**src/rtl/tmss_lockout_ctrl.sv**
```systemverilog
`default_nettype none
//==============================================================================
// Module      : tmss_lockout_ctrl
// Description : Boot-lockout controller for the 68k/VDP bus. Holds the VDP in
//               reset (LOCK_n low) until software has written the expected
//               SIG_WORDS x 16-bit signature and then touches the VDP address
//               range. Also overlays an external boot ROM on cartridge space,
//               selected by a one-bit bank register.
// Ports       :
//   MCLK, SRES_N          clock, synchronous active-low reset
//   JAP                   region enable (0 = lockout disabled)
//   AS, UDS, LDS, RW      68k strobes, active-low (RW=1 is a read)
//   VA, VD_i              word address, write data
//   CE0_i, M3, CART       cart select (active-low), mode-3 enable, cart absent
//   rom_data / rom_addr   synchronous boot ROM port (1-cycle latency)
//   VD_o, data_oe, DTACK  read data, read data enable, data acknowledge
//   LOCK_n, CE0_o         VDP reset release, gated cart select
//   state, fault          FSM state (0 locked, 1 unlocked, 2 fault), fault flag
// Revision    : 1.0 - initial release
//==============================================================================
module tmss_lockout_ctrl #(
    parameter int                        SIG_WORDS  = 2,
    parameter logic [16*SIG_WORDS-1:0]   SIG_VALUE  = 32'h53454741,
    parameter logic [22:0]               REG_BASE   = 23'h50a000,
    parameter logic [22:0]               BANK_ADDR  = 23'h50a080,
    parameter int                        ROM_AW     = 10,
    parameter int                        DTACK_WAIT = 0,
    parameter int                        TIMEOUT    = 0
) (
    input  logic              MCLK,
    input  logic              SRES_N,
    input  logic              JAP,
    input  logic              AS,
    input  logic              UDS,
    input  logic              LDS,
    input  logic              RW,
    input  logic [22:0]       VA,
    input  logic [15:0]       VD_i,
    input  logic              CE0_i,
    input  logic              M3,
    input  logic              CART,
    input  logic [15:0]       rom_data,
    output logic [15:0]       VD_o,
    output logic              data_oe,
    output logic              DTACK,
    output logic              LOCK_n,
    output logic              CE0_o,
    output logic [ROM_AW-1:0] rom_addr,
    output logic [1:0]        state,
    output logic              fault
);

    localparam logic [1:0] c_LOCKED   = 2'd0;
    localparam logic [1:0] c_UNLOCKED = 2'd1;
    localparam logic [1:0] c_FAULT    = 2'd2;

    localparam int              c_TW       = (TIMEOUT > 1) ? $clog2(TIMEOUT) : 1;
    localparam logic [c_TW-1:0] c_TMO_LAST = (TIMEOUT > 0) ? c_TW'(TIMEOUT - 1) : '0;
    localparam logic [3:0]      c_WAIT     = 4'(DTACK_WAIT);

    // Registered state
    logic [15:0]          r_sig [SIG_WORDS];
    logic                 r_bank;
    logic                 r_match;
    logic                 r_cyc_d;
    logic [1:0]           r_state;
    logic [c_TW-1:0]      r_timer;
    logic [15:0]          r_vd;
    logic                 r_reg_oe;
    logic                 r_rom_oe;
    logic                 r_dtack;
    logic                 r_wait_pend;
    logic [3:0]           r_wait_cnt;

    // Combinational decode
    logic                 w_cyc;
    logic                 w_start;
    logic [SIG_WORDS-1:0] w_reg_sel;
    logic                 w_reg_hit;
    logic                 w_bank_hit;
    logic                 w_hit;
    logic [15:0]          w_reg_rdata;
    logic [16*SIG_WORDS-1:0] w_sig_packed;
    logic                 w_rom_sel;
    logic                 w_rom_rd;
    logic                 w_vdp_unlock;
    logic                 w_timeout;
    logic [1:0]           w_next_state;

    //--------------------------------------------------------------------------
    // Bus cycle detection: actions fire once on the first cycle a strobe is
    // seen, never again while AS is held low.
    //--------------------------------------------------------------------------
    assign w_cyc   = ~AS & (~UDS | ~LDS);
    assign w_start = w_cyc & ~r_cyc_d;

    always_comb begin
        w_reg_sel    = '0;
        w_reg_rdata  = '0;
        w_sig_packed = '0;
        for (int i = 0; i < SIG_WORDS; i++) begin
            w_reg_sel[i] = (VA == REG_BASE + 23'(i));
            // Register selects are one-hot, so OR-ing the hit word is a mux.
            if (w_reg_sel[i]) begin
                w_reg_rdata = r_sig[i];
            end
            // Word 0 sits in the most significant slot of the signature.
            w_sig_packed[16*(SIG_WORDS-1-i) +: 16] = r_sig[i];
        end
    end

    assign w_reg_hit  = |w_reg_sel;
    assign w_bank_hit = (VA == BANK_ADDR);
    assign w_hit      = w_reg_hit | w_bank_hit;

    assign w_rom_sel  = ~CE0_i & ~r_bank & M3 & ~CART;
    assign w_rom_rd   = w_rom_sel & RW & ~AS & ~w_hit;
    assign CE0_o      = CE0_i | w_rom_sel;
    assign rom_addr   = VA[ROM_AW-1:0];

    //--------------------------------------------------------------------------
    // Signature registers with byte-lane writes
    //--------------------------------------------------------------------------
    always_ff @(posedge MCLK) begin
        if (!SRES_N) begin
            for (int i = 0; i < SIG_WORDS; i++) begin
                r_sig[i] <= '0;
            end
        end else if (w_start && !RW) begin
            for (int i = 0; i < SIG_WORDS; i++) begin
                if (w_reg_sel[i]) begin
                    if (!UDS) r_sig[i][15:8] <= VD_i[15:8];
                    if (!LDS) r_sig[i][7:0]  <= VD_i[7:0];
                end
            end
        end
    end

    // Bank register, match flag (one cycle behind the registers), cycle edge
    always_ff @(posedge MCLK) begin
        if (!SRES_N) begin
            r_bank  <= 1'b0;
            r_match <= 1'b0;
            r_cyc_d <= 1'b0;
        end else begin
            if (w_start && !RW && !LDS && w_bank_hit) begin
                r_bank <= VD_i[0];
            end
            r_match <= (w_sig_packed == SIG_VALUE);
            r_cyc_d <= w_cyc;
        end
    end

    //--------------------------------------------------------------------------
    // Read data path and DTACK generation
    //--------------------------------------------------------------------------
    always_ff @(posedge MCLK) begin
        if (!SRES_N) begin
            r_vd        <= '0;
            r_reg_oe    <= 1'b0;
            r_rom_oe    <= 1'b0;
            r_dtack     <= 1'b1;
            r_wait_pend <= 1'b0;
            r_wait_cnt  <= '0;
        end else begin
            if (w_start && w_hit && RW) begin
                r_vd     <= w_bank_hit ? {15'b0, r_bank} : w_reg_rdata;
                r_reg_oe <= 1'b1;
            end else begin
                if (AS) begin
                    r_reg_oe <= 1'b0;
                end
                // ROM data streams through every cycle of a ROM read.
                if (w_rom_rd) begin
                    r_vd <= rom_data;
                end
            end
            r_rom_oe <= w_rom_rd;

            if (AS) begin
                r_dtack     <= 1'b1;
                r_wait_pend <= 1'b0;
            end else if (w_start && w_hit) begin
                if (c_WAIT == 4'd0) begin
                    r_dtack <= 1'b0;
                end else begin
                    r_wait_pend <= 1'b1;
                    r_wait_cnt  <= c_WAIT;
                end
            end else if (r_wait_pend) begin
                if (r_wait_cnt == 4'd1) begin
                    r_dtack     <= 1'b0;
                    r_wait_pend <= 1'b0;
                end else begin
                    r_wait_cnt <= r_wait_cnt - 4'd1;
                end
            end
        end
    end

    assign VD_o    = r_vd;
    assign data_oe = r_reg_oe | r_rom_oe;
    assign DTACK   = r_dtack;

    //--------------------------------------------------------------------------
    // Lockout FSM: state register
    //--------------------------------------------------------------------------
    always_ff @(posedge MCLK) begin
        if (!SRES_N) begin
            r_state <= c_LOCKED;
        end else begin
            r_state <= w_next_state;
        end
    end

    // Unlock timer: counts only while locked and parks at its last value.
    always_ff @(posedge MCLK) begin
        if (!SRES_N) begin
            r_timer <= '0;
        end else if ((TIMEOUT != 0) && (r_state == c_LOCKED) && (r_timer != c_TMO_LAST)) begin
            r_timer <= r_timer + 1'b1;
        end
    end

    // Next-state logic. A qualifying VDP access beats a coincident timeout.
    assign w_vdp_unlock = w_start & (VA[22:20] == 3'h6) & r_match;
    assign w_timeout    = (TIMEOUT != 0) && (r_timer == c_TMO_LAST);

    always_comb begin
        w_next_state = r_state;
        case (r_state)
            c_LOCKED: begin
                if (w_vdp_unlock) begin
                    w_next_state = c_UNLOCKED;
                end else if (w_timeout) begin
                    w_next_state = c_FAULT;
                end
            end
            c_UNLOCKED: w_next_state = c_UNLOCKED;
            c_FAULT:    w_next_state = c_FAULT;
            default:    w_next_state = c_LOCKED;
        endcase
    end

    // Output logic
    always_comb begin
        state  = r_state;
        LOCK_n = ~JAP | (r_state == c_UNLOCKED);
        fault  = (r_state == c_FAULT);
    end

endmodule
`default_nettype wire

```
**config.mk**
```make
export PLATFORM = sky130hd
export DESIGN_NAME = tmss_lockout_ctrl
export DESIGN_NICKNAME = d
export VERILOG_FILES = /design/src/rtl/tmss_lockout_ctrl.sv
export SDC_FILE = /design/constraint.sdc
export NUM_CORES = 1
export LEC_CHECK = 0
export CAP_MARGIN = 15
export CORE_MARGIN = 10
export CORE_UTILIZATION = 49
export DETAILED_ROUTE_END_ITERATION = 16
export HOLD_SLACK_MARGIN = 0.03
export MAX_ROUTING_LAYER = met4
export PLACE_DENSITY = 0.85
export SYNTH_ARGS = -nofsm -noshare
export SYNTH_HDL_FRONTEND = slang
export SYNTH_SLANG_ARGS = --single-unit
```
**constraint.sdc**
```tcl
create_clock -name MCLK -period 7.2 [get_ports MCLK]
set_clock_uncertainty 0.15 [all_clocks]
set_input_delay 0.72 -clock MCLK [delete_from_list [all_inputs] [get_ports MCLK]]
set_output_delay 0.72 -clock MCLK [all_outputs]
set_load 0.03 [all_outputs]
```
# ---- Yosys cells after proc, flatten, opt, wreduce, memory -nomap -nowiden
# Memories as Yosys holds them, arrays and structs flattened.
# Index checks and enable logic that the tools add are counted.
dict set report word_totals {
  latchBits 0
  n_memories 1
  inputBits 65
  output_inout_bits 33
  register_bits 29
  elab_cells 105
  mem_bits_ro 0
  mem_bits_rw 32
}
dict set report op_classes {
  n_div 0
  bitwise_logic 31
  mux 37
  reduce_logical 16
  n_lt_le_gt_ge 0
  addsub 1
  shifts 0
  eq_ne 9
  multipliers 0
}
# name words word_bits rd rd_ports_with_merged_regs wr line_no
set memory_table {}
lappend memory_table {r_sig 2 16 2 0 2 62} ;# logic [15:0] r_sig [SIG_WORDS];
# op count
set op_table {}
lappend op_table {{$mux W16} 5}
lappend op_table {{$eq A23 B23 Y1 const B} 3}
lappend op_table {{$eq A32 B31 Y1 const B} 1}
lappend op_table {{$mux W8} 4}
lappend op_table {{$mux W1} 26}
lappend op_table {{$not A1 Y1} 12}
lappend op_table {{$and A1 B1 Y1} 10}
lappend op_table {{$or A1 B1 Y1} 9}
lappend op_table {{$reduce_bool A2 Y1} 4}
lappend op_table {{$pmux W2 S3} 1}
lappend op_table {{$logic_and A1 B1 Y1} 5}
lappend op_table {{$eq A4 B1 Y1 const B} 1}
lappend op_table {{$reduce_and A4 Y1} 1}
lappend op_table {{$reduce_or A2 Y1} 2}
lappend op_table {{$sub A4 B1 Y4 const B} 1}
lappend op_table {{$eq A3 B3 Y1 const B} 1}
lappend op_table {{$eq A2 B1 Y1 const B} 1}
lappend op_table {{$eq A2 B2 Y1 const B} 1}
lappend op_table {{$logic_not A1 Y1} 2}
lappend op_table {{$logic_not A2 Y1} 1}
lappend op_table {{$mux W2} 1}
lappend op_table {{$ne A2 B2 Y1 const B} 1}
lappend op_table {{$reduce_and A2 Y1} 1}

# ---- Longest topological paths before layout
# Gate-level depths: netlist of the first run.
dict set report depth {
  depth_word 9
  ltp_mapped 7
  mapped_depth_nobuf 6
}

# ---- Worst setup path after synthesis of the first run
# OpenSTA, ideal clock, no wires.
dict set report synth_path {
  path_kind {input port to flip-flop}
  start {in VA[17]}
  end {mem r_sig[0][0], enable pin}
  setup_slack_ns 4.295
  t_required_ns 6.663
  path_stages 4
  setup_ns 0.387
  arrival_time_ns 2.368
  path_buffers 0
  path_cell_list {nor4_4 nand2_1 or4_1 o31ai_1}
}
# item line_no
set synth_rtl {}
lappend synth_rtl {{from (decl)} 37} ;# input logic [22:0] VA,
lappend synth_rtl {{to (decl)} 62}

# ---- Worst setup path in the final report of the first run
dict set report layout_path {
  start {in VA[0]}
  end {out rom_addr[0]}
}
# item line_no
set layout_rtl {}
lappend layout_rtl {{to (decl)} 48} ;# output logic [ROM_AW-1:0] rom_addr,
# No word-level cell between the ends.

==> impl_metrics.json, run 1 <==
{
  "outcome": "complete, no violations",
  "synthTopCellsByArea": "edfxtp_1 (34%), dfxtp_1 (20%), mux2i_1 (7.4%), and2_1 (5.7%), a221o_1 (5.3%)",
  "htreeDepth": 3,
  "final-max-slew-violation-count": 0,
  "track_usage_pct": 16.8,
  "cts.sinks": 61,
  "path_depth": 2,
  "ctsHoldBuffers": 0,
  "p_per_area_nw_per_um2": 186,
  "grt_pass1_vias": 2378,
  "whs_path_depth": 1,
  "fin_util_pct": 71.9,
  "required_ps": 6330,
  "ys_ff_latch": 61,
  "fin_nets": 410,
  "instances_no_fill": 420,
  "drv_cap": 0,
  "yosysTopAreaCell": "edfxtp_1",
  "synth_seq_area_share_pct": 53.9,
  "cts_resized": 0,
  "p_leak_uw": 0.00150,
  "io_pins": 98,
  "cts_buffers": 9,
  "io_buffers": 97,
  "crit_slowest_cell": "clkdlybuf4s50_1",
  "cp-start-kind": "primary input",
  "synth_top_cell_area_share_pct": 33.6,
  "setup_viol": 0,
  "area.growth.synth_to_final_pct": 40.2,
  "initialDrtViolationCount": 227,
  "tightest_slew_ps": 1160,
  "cpPeakStageDelay_ps": 1240,
  "core_um2": 5570,
  "placedCellCount": 402,
  "path_clk_slew_ps": 70,
  "vias_per_cell": 5.35,
  "initial_core_util_pct": 51.3,
  "nFillCells": 419,
  "die-height_um": 96.4,
  "fin_tns_setup_ps": 0,
  "layout_min_cycle_time_ps": 3690,
  "rsz0062_at_grt": "no",
  "synth_ff_type": "edfxtp_1",
  "root_buffer": "clkbuf_8",
  "drc": 0,
  "via_count": 2249,
  "clock_latency_ps": 330,
  "async_flop_share_pct": 0,
  "critical_path_class": "primary input to output port",
  "cp_data_arrival_time_ps": 2820,
  "drive_gt1_share_pct": 7.18,
  "min_path_type": "flop to flop",
  "antenna_found_initial": 0,
  "dr.pass1.iters": 4,
  "crit_fanout": 24,
  "die_area_um2": 9290,
  "fin_total_pwr_uw": 748,
  "overflow": 0,
  "synthCells": 251,
  "crit_buf_inv": 2,
  "grt_pass1_wl_um": 11700,
  "min_period_over_period_pct": 51.2,
  "peakVddDrop_mv": 0.126,
  "place_hpwl_um": 5880,
  "die_x_um": 96.4,
  "cts_max_path_buffers": 2,
  "wire_per_inst_um": 17.4,
  "hold_viol": 0,
  "gp_routability_congestion": 0.838,
  "cp_common_cell": "clkdlybuf4s50_1",
  "cts_tree": "built",
  "postCtsSetupRepairBufs": 0,
  "wl_um": 7310,
  "synth_area_um2": 2860,
  "max_freq_ghz": 0.271,
  "antenna_cells": 0,
  "critPathCaptureType": "output port",
  "grt_start_max_net_pins": 25,
  "crit_family": "buffers and inverters",
  "synth_edf_count": 32,
  "synthesis.nets": 318,
  "avgSynthCellArea_um2": 11.4,
  "postRouteAntennaNets": 0,
  "synth.distinct_cells": 42,
  "synth_warnings": 0,
  "reg2reg_depth": 3,
  "crit_chain": "clkdlybuf4s50_1 -> clkdlybuf4s50_1",
  "rows": 27,
  "relSlewSlack_pct": 22.1
}
[kinds of logic (layout without fill, tap and decap cells)]
family / Yosys count / after routing / share of synthesized area [%]
buffers and inverters: 24 / 121 / 4.99
adders and majority gates: 2 / 2 / 0.875
AOI/OAI and AO/OA: 29 / 29 / 8.53
muxes: 21 / 21 / 7.35
DFF: 61 / 61 / 53.9
and+or+nand+nor: 114 / 114 / 24.3
[cells in the final DEF, fill, tap and decap left out, types with 5 or more instances in the layout]
| master | n |
|---|---|
| a221o_1 | 15 |
| and2_1 | 26 |
| clkbuf_8 | 11 |
| clkdlybuf4s50_1 | 97 |
| dfxtp_1 | 29 |
| edfxtp_1 | 32 |
| inv_1 | 5 |
| mux2i_1 | 21 |
| nand2_1 | 12 |
| nand2b_1 | 7 |
| nor2_1 | 26 |
| nor3_1 | 5 |
[per-layer routing]
metal  vias to the layer above  track usage (%)  share of wire [%]  wire length (um)
met4                         0             7.99                2.3               169
li1                       1116                -                  -                 -
met5                         -                -                  0                 0
met2                        83             28.1                 50              3620
met3                        17             3.47                6.9               505
met1                      1033             19.0                 41              3020
[sequential cells by signal (all words and copies together), names as in the netlist]
signal and count:
r_cyc_d 1, VD_o 16, r_match 1, r_wait_cnt 4
DTACK 1, state 2, r_wait_pend 1, r_reg_oe 1
r_sig 32, r_rom_oe 1, r_bank 1
[power by group]
part / internal, uW / leakage (uW) / switching (uW)
clock network: 163 / 0.000103 / 125
registers: 371 / 0.000578 / 3.67
logic: 48.4 / 0.000825 / 36.3
[layout make-up]
cell class,count,area (um^2),area share (%)
clock buffer,13,180,4.49
inverter,5,18.8,0.468
multi-input combinational,166,1170,29.3
clock inverter,3,15.0,0.375
timing repair buffer,100,988,24.7
sequential,61,1540,38.5
tap,72,90.1,2.25
[Yosys cell counts, types with 2 or more instances]
master	count
nand2_1	12
a221o_1	15
nor2_1	26
buf_6	2
clkbuf_1	5
a21oi_1	2
buf_4	10
nor3_1	5
a211oi_1	2
edfxtp_1	32
nor4b_1	4
buf_1	2
o31ai_1	3
and2_1	26
and4b_1	2
nand3_1	2
nor3b_1	2
dfxtp_1	29
nand2b_1	7
nand4_1	4
or2_2	2
o21ai_0	3
or3_1	3
inv_1	5
mux2i_1	21
nor4bb_1	2
nor4b_2	2
nor2b_1	3
nor4_1	3
or4_1	2
ha_1	2
[stage by stage]
| step | setup WS (ps) | hold slack, ps | instance area, um^2 |
|---|---|---|---|
| after global routing | 3410 | 327 | 4010 |
| final | 3510 | 299 | 4010 |
| after global placement | 3460 | 271 | 3800 |
| after detailed placement | 3430 | 295 | 3800 |
| after CTS | 3500 | 302 | 4000 |
| after floorplan | 4300 | 264 | 2860 |
[worst paths after layout]
path	from	end	slack, ps
setup / recovery	VA[0]	rom_addr[0]	3510
hold / removal	r_sig[0][11]$_DFFE_PP_	r_match$_SDFF_PN0_	300
setup reg to reg	r_cyc_d$_SDFF_PN0_	r_sig[1][12]$_DFFE_PP_	4570
hold reg to reg	r_sig[0][11]$_DFFE_PP_	r_match$_SDFF_PN0_	300
Power figures use the tool's default switching activity.
==> run 2: changes to the inputs <==
--- a/config.mk
+++ b/config.mk
@@ -7,11 +7,11 @@
 export LEC_CHECK = 0
 export CAP_MARGIN = 15
 export CORE_MARGIN = 10
-export CORE_UTILIZATION = 49
+export CORE_UTILIZATION = 41
 export DETAILED_ROUTE_END_ITERATION = 16
 export HOLD_SLACK_MARGIN = 0.03
 export MAX_ROUTING_LAYER = met4
-export PLACE_DENSITY = 0.85
+export PLACE_DENSITY = 0.76
 export SYNTH_ARGS = -nofsm -noshare
 export SYNTH_HDL_FRONTEND = slang
 export SYNTH_SLANG_ARGS = --single-unit
==> constraint.sdc (replaced) <==
create_clock -name MCLK -period 3.28 [get_ports MCLK]
set_clock_uncertainty 0.15 [all_clocks]
set_input_delay 0.328 -clock MCLK [delete_from_list [all_inputs] [get_ports MCLK]]
set_output_delay 0.328 -clock MCLK [all_outputs]
set_load 0.03 [all_outputs]
==> impl_metrics.json, run 2 (synthesis results as in run 1) <==
{
  "r2r-start": "r_cyc_d$_SDFF_PN0_",
  "overflow": 0,
  "die_x_um": 104,
  "io_buffers": 97,
  "die_area_um2": 10700,
  "final_cell_mix": "clkdlybuf4s50_1 (97), edfxtp_1 (32), dfxtp_1 (29)",
  "drv_cap": 0,
  "final-max-slew-violation-count": 0,
  "drive_gt1_share_pct": 8.50,
  "clkPwrFrac_pct": 37.3,
  "regMostFlops": "r_sig",
  "crit_slowest_cell": "clkdlybuf4s50_1",
  "tightest_slew_ps": 1000,
  "rows": 30,
  "cp_common_cell": "nor4b_2",
  "min_path_type": "flop to flop",
  "outcome": "complete, no violations",
  "io_pins": 98,
  "largest_register_ffs": 32,
  "grt_start_max_net_pins": 24,
  "min_from": "r_sig[0][11]$_DFFE_PP_",
  "pwr-share-comb_pct": 11.7,
  "p_per_area_nw_per_um2": 397,
  "path_clk_slew_ps": 70,
  "crit_chain": "clkdlybuf4s50_1 -> nor4b_2 -> nand2_1 -> or3_1 -> nor4b_2 -> nand2b_1",
  "layout_min_cycle_time_ps": 2630,
  "critical_path_class": "primary input to flop",
  "antenna_found_initial": 0,
  "cpPeakStageDelay_ps": 430,
  "initial_core_util_pct": 42.1,
  "grt_pass1_wl_um": 11700,
  "gp_routability_congestion": 0.883,
  "core_um2": 6790,
  "clock_latency_ps": 330,
  "vias_per_cell": 5.03,
  "ctsHoldBuffers": 0,
  "cp-start-kind": "primary input",
  "wire_per_inst_um": 16.5,
  "postCtsSetupRepairBufs": 0,
  "track_usage_pct": 13.9,
  "area.growth.synth_to_final_pct": 42.2,
  "place_hpwl_um": 6030,
  "initialDrtViolationCount": 98,
  "switching_share_pct": 23.2,
  "cts_resized": 0,
  "grt_pass1_vias": 2305,
  "fin_util_pct": 59.8,
  "fin_tns_setup_ps": 0,
  "crit_fanout": 8,
  "p_leak_uw": 0.00152,
  "final_common_cell": "clkdlybuf4s50_1",
  "cts_max_path_buffers": 2,
  "peakVddDrop_mv": 0.231,
  "p_sw_uw": 374,
  "htreeDepth": 3,
  "required_ps": 3120,
  "placed_cell_area_um2": 3890,
  "worstSetupStartpoint": "VA[5]",
  "die-height_um": 104,
  "drc": 0,
  "setup_viol": 0,
  "cp_data_arrival_time_ps": 2470,
  "design_area_um2": 4070,
  "via_count": 2257,
  "hold_viol": 0,
  "critPathCaptureType": "flop",
  "rsz0062_at_grt": "no",
  "fin_nets": 415,
  "root_buffer": "clkbuf_8",
  "relSlewSlack_pct": 32.9,
  "wl_um": 7430,
  "fin_total_pwr_uw": 1610,
  "min_period_over_period_pct": 80.2,
  "max_freq_ghz": 0.380,
  "seq_power_share_pct": 51.0,
  "cts_tree": "built",
  "postRouteAntennaNets": 0,
  "cts.sinks": 61,
  "cts_buffers": 9,
  "antenna_cells": 0,
  "p_int_uw": 1240,
  "dr.pass1.iters": 4
}
[run 2: cell type report]
| class | count | area, um^2 |
|---|---|---|
| Sequential cell | 61 | 1540 |
| Fill cell | 553 | 2730 |
| Clock inverter | 3 | 20.0 |
| Timing Repair Buffer | 105 | 1030 |
| Inverter | 5 | 18.8 |
| Tap cell | 96 | 120 |
| Multi-Input combinational cell | 166 | 1170 |
| Clock buffer | 13 | 159 |
[run 2: power groups by stage]
stage | Clock (uW) | Combinational, uW | Sequential [uW]
finish | 602 | 189 | 822
detailed placement | 0 | 190 | 839
floorplan | 0 | 73.6 | 841
CTS | 616 | 190 | 822
global route | 647 | 201 | 823
global placement | 0 | 187 | 838
[run 2: per-stage QoR]
stage / hold WS, ps / worst slack, ps / cells
global placement: 289 / 415 / 433
finish: 314 / 648 / 449
floorplan: 251 / 767 / 251
CTS: 324 / 678 / 449
global route: 334 / 614 / 449
detailed placement: 308 / 333 / 433
[run 2: critical path, delay by kind of cell]
kind,cells,cell delay [ps]
buf+inv,1,430
simple gates,5,1710
[run 2: worst paths after layout]
path | endpoint | slack [ps] | cells after the start
min reg2reg | r_match$_SDFF_PN0_ | 310 | 1
max reg2reg | r_sig[1][5]$_DFFE_PP_ | 1050 | 4
max | r_sig[1][5]$_DFFE_PP_ | 650 | 6
min | r_match$_SDFF_PN0_ | 310 | 1
[run 2: layer usage]
metal | vias to the layer above | routed length (um) | GRT usage, %
met5 | - | 0 | -
met4 | 0 | 107 | 5.44
met3 | 10 | 315 | 3.66
met2 | 54 | 3690 | 23.2
met1 | 1069 | 3320 | 15.5
li1 | 1124 | - | -
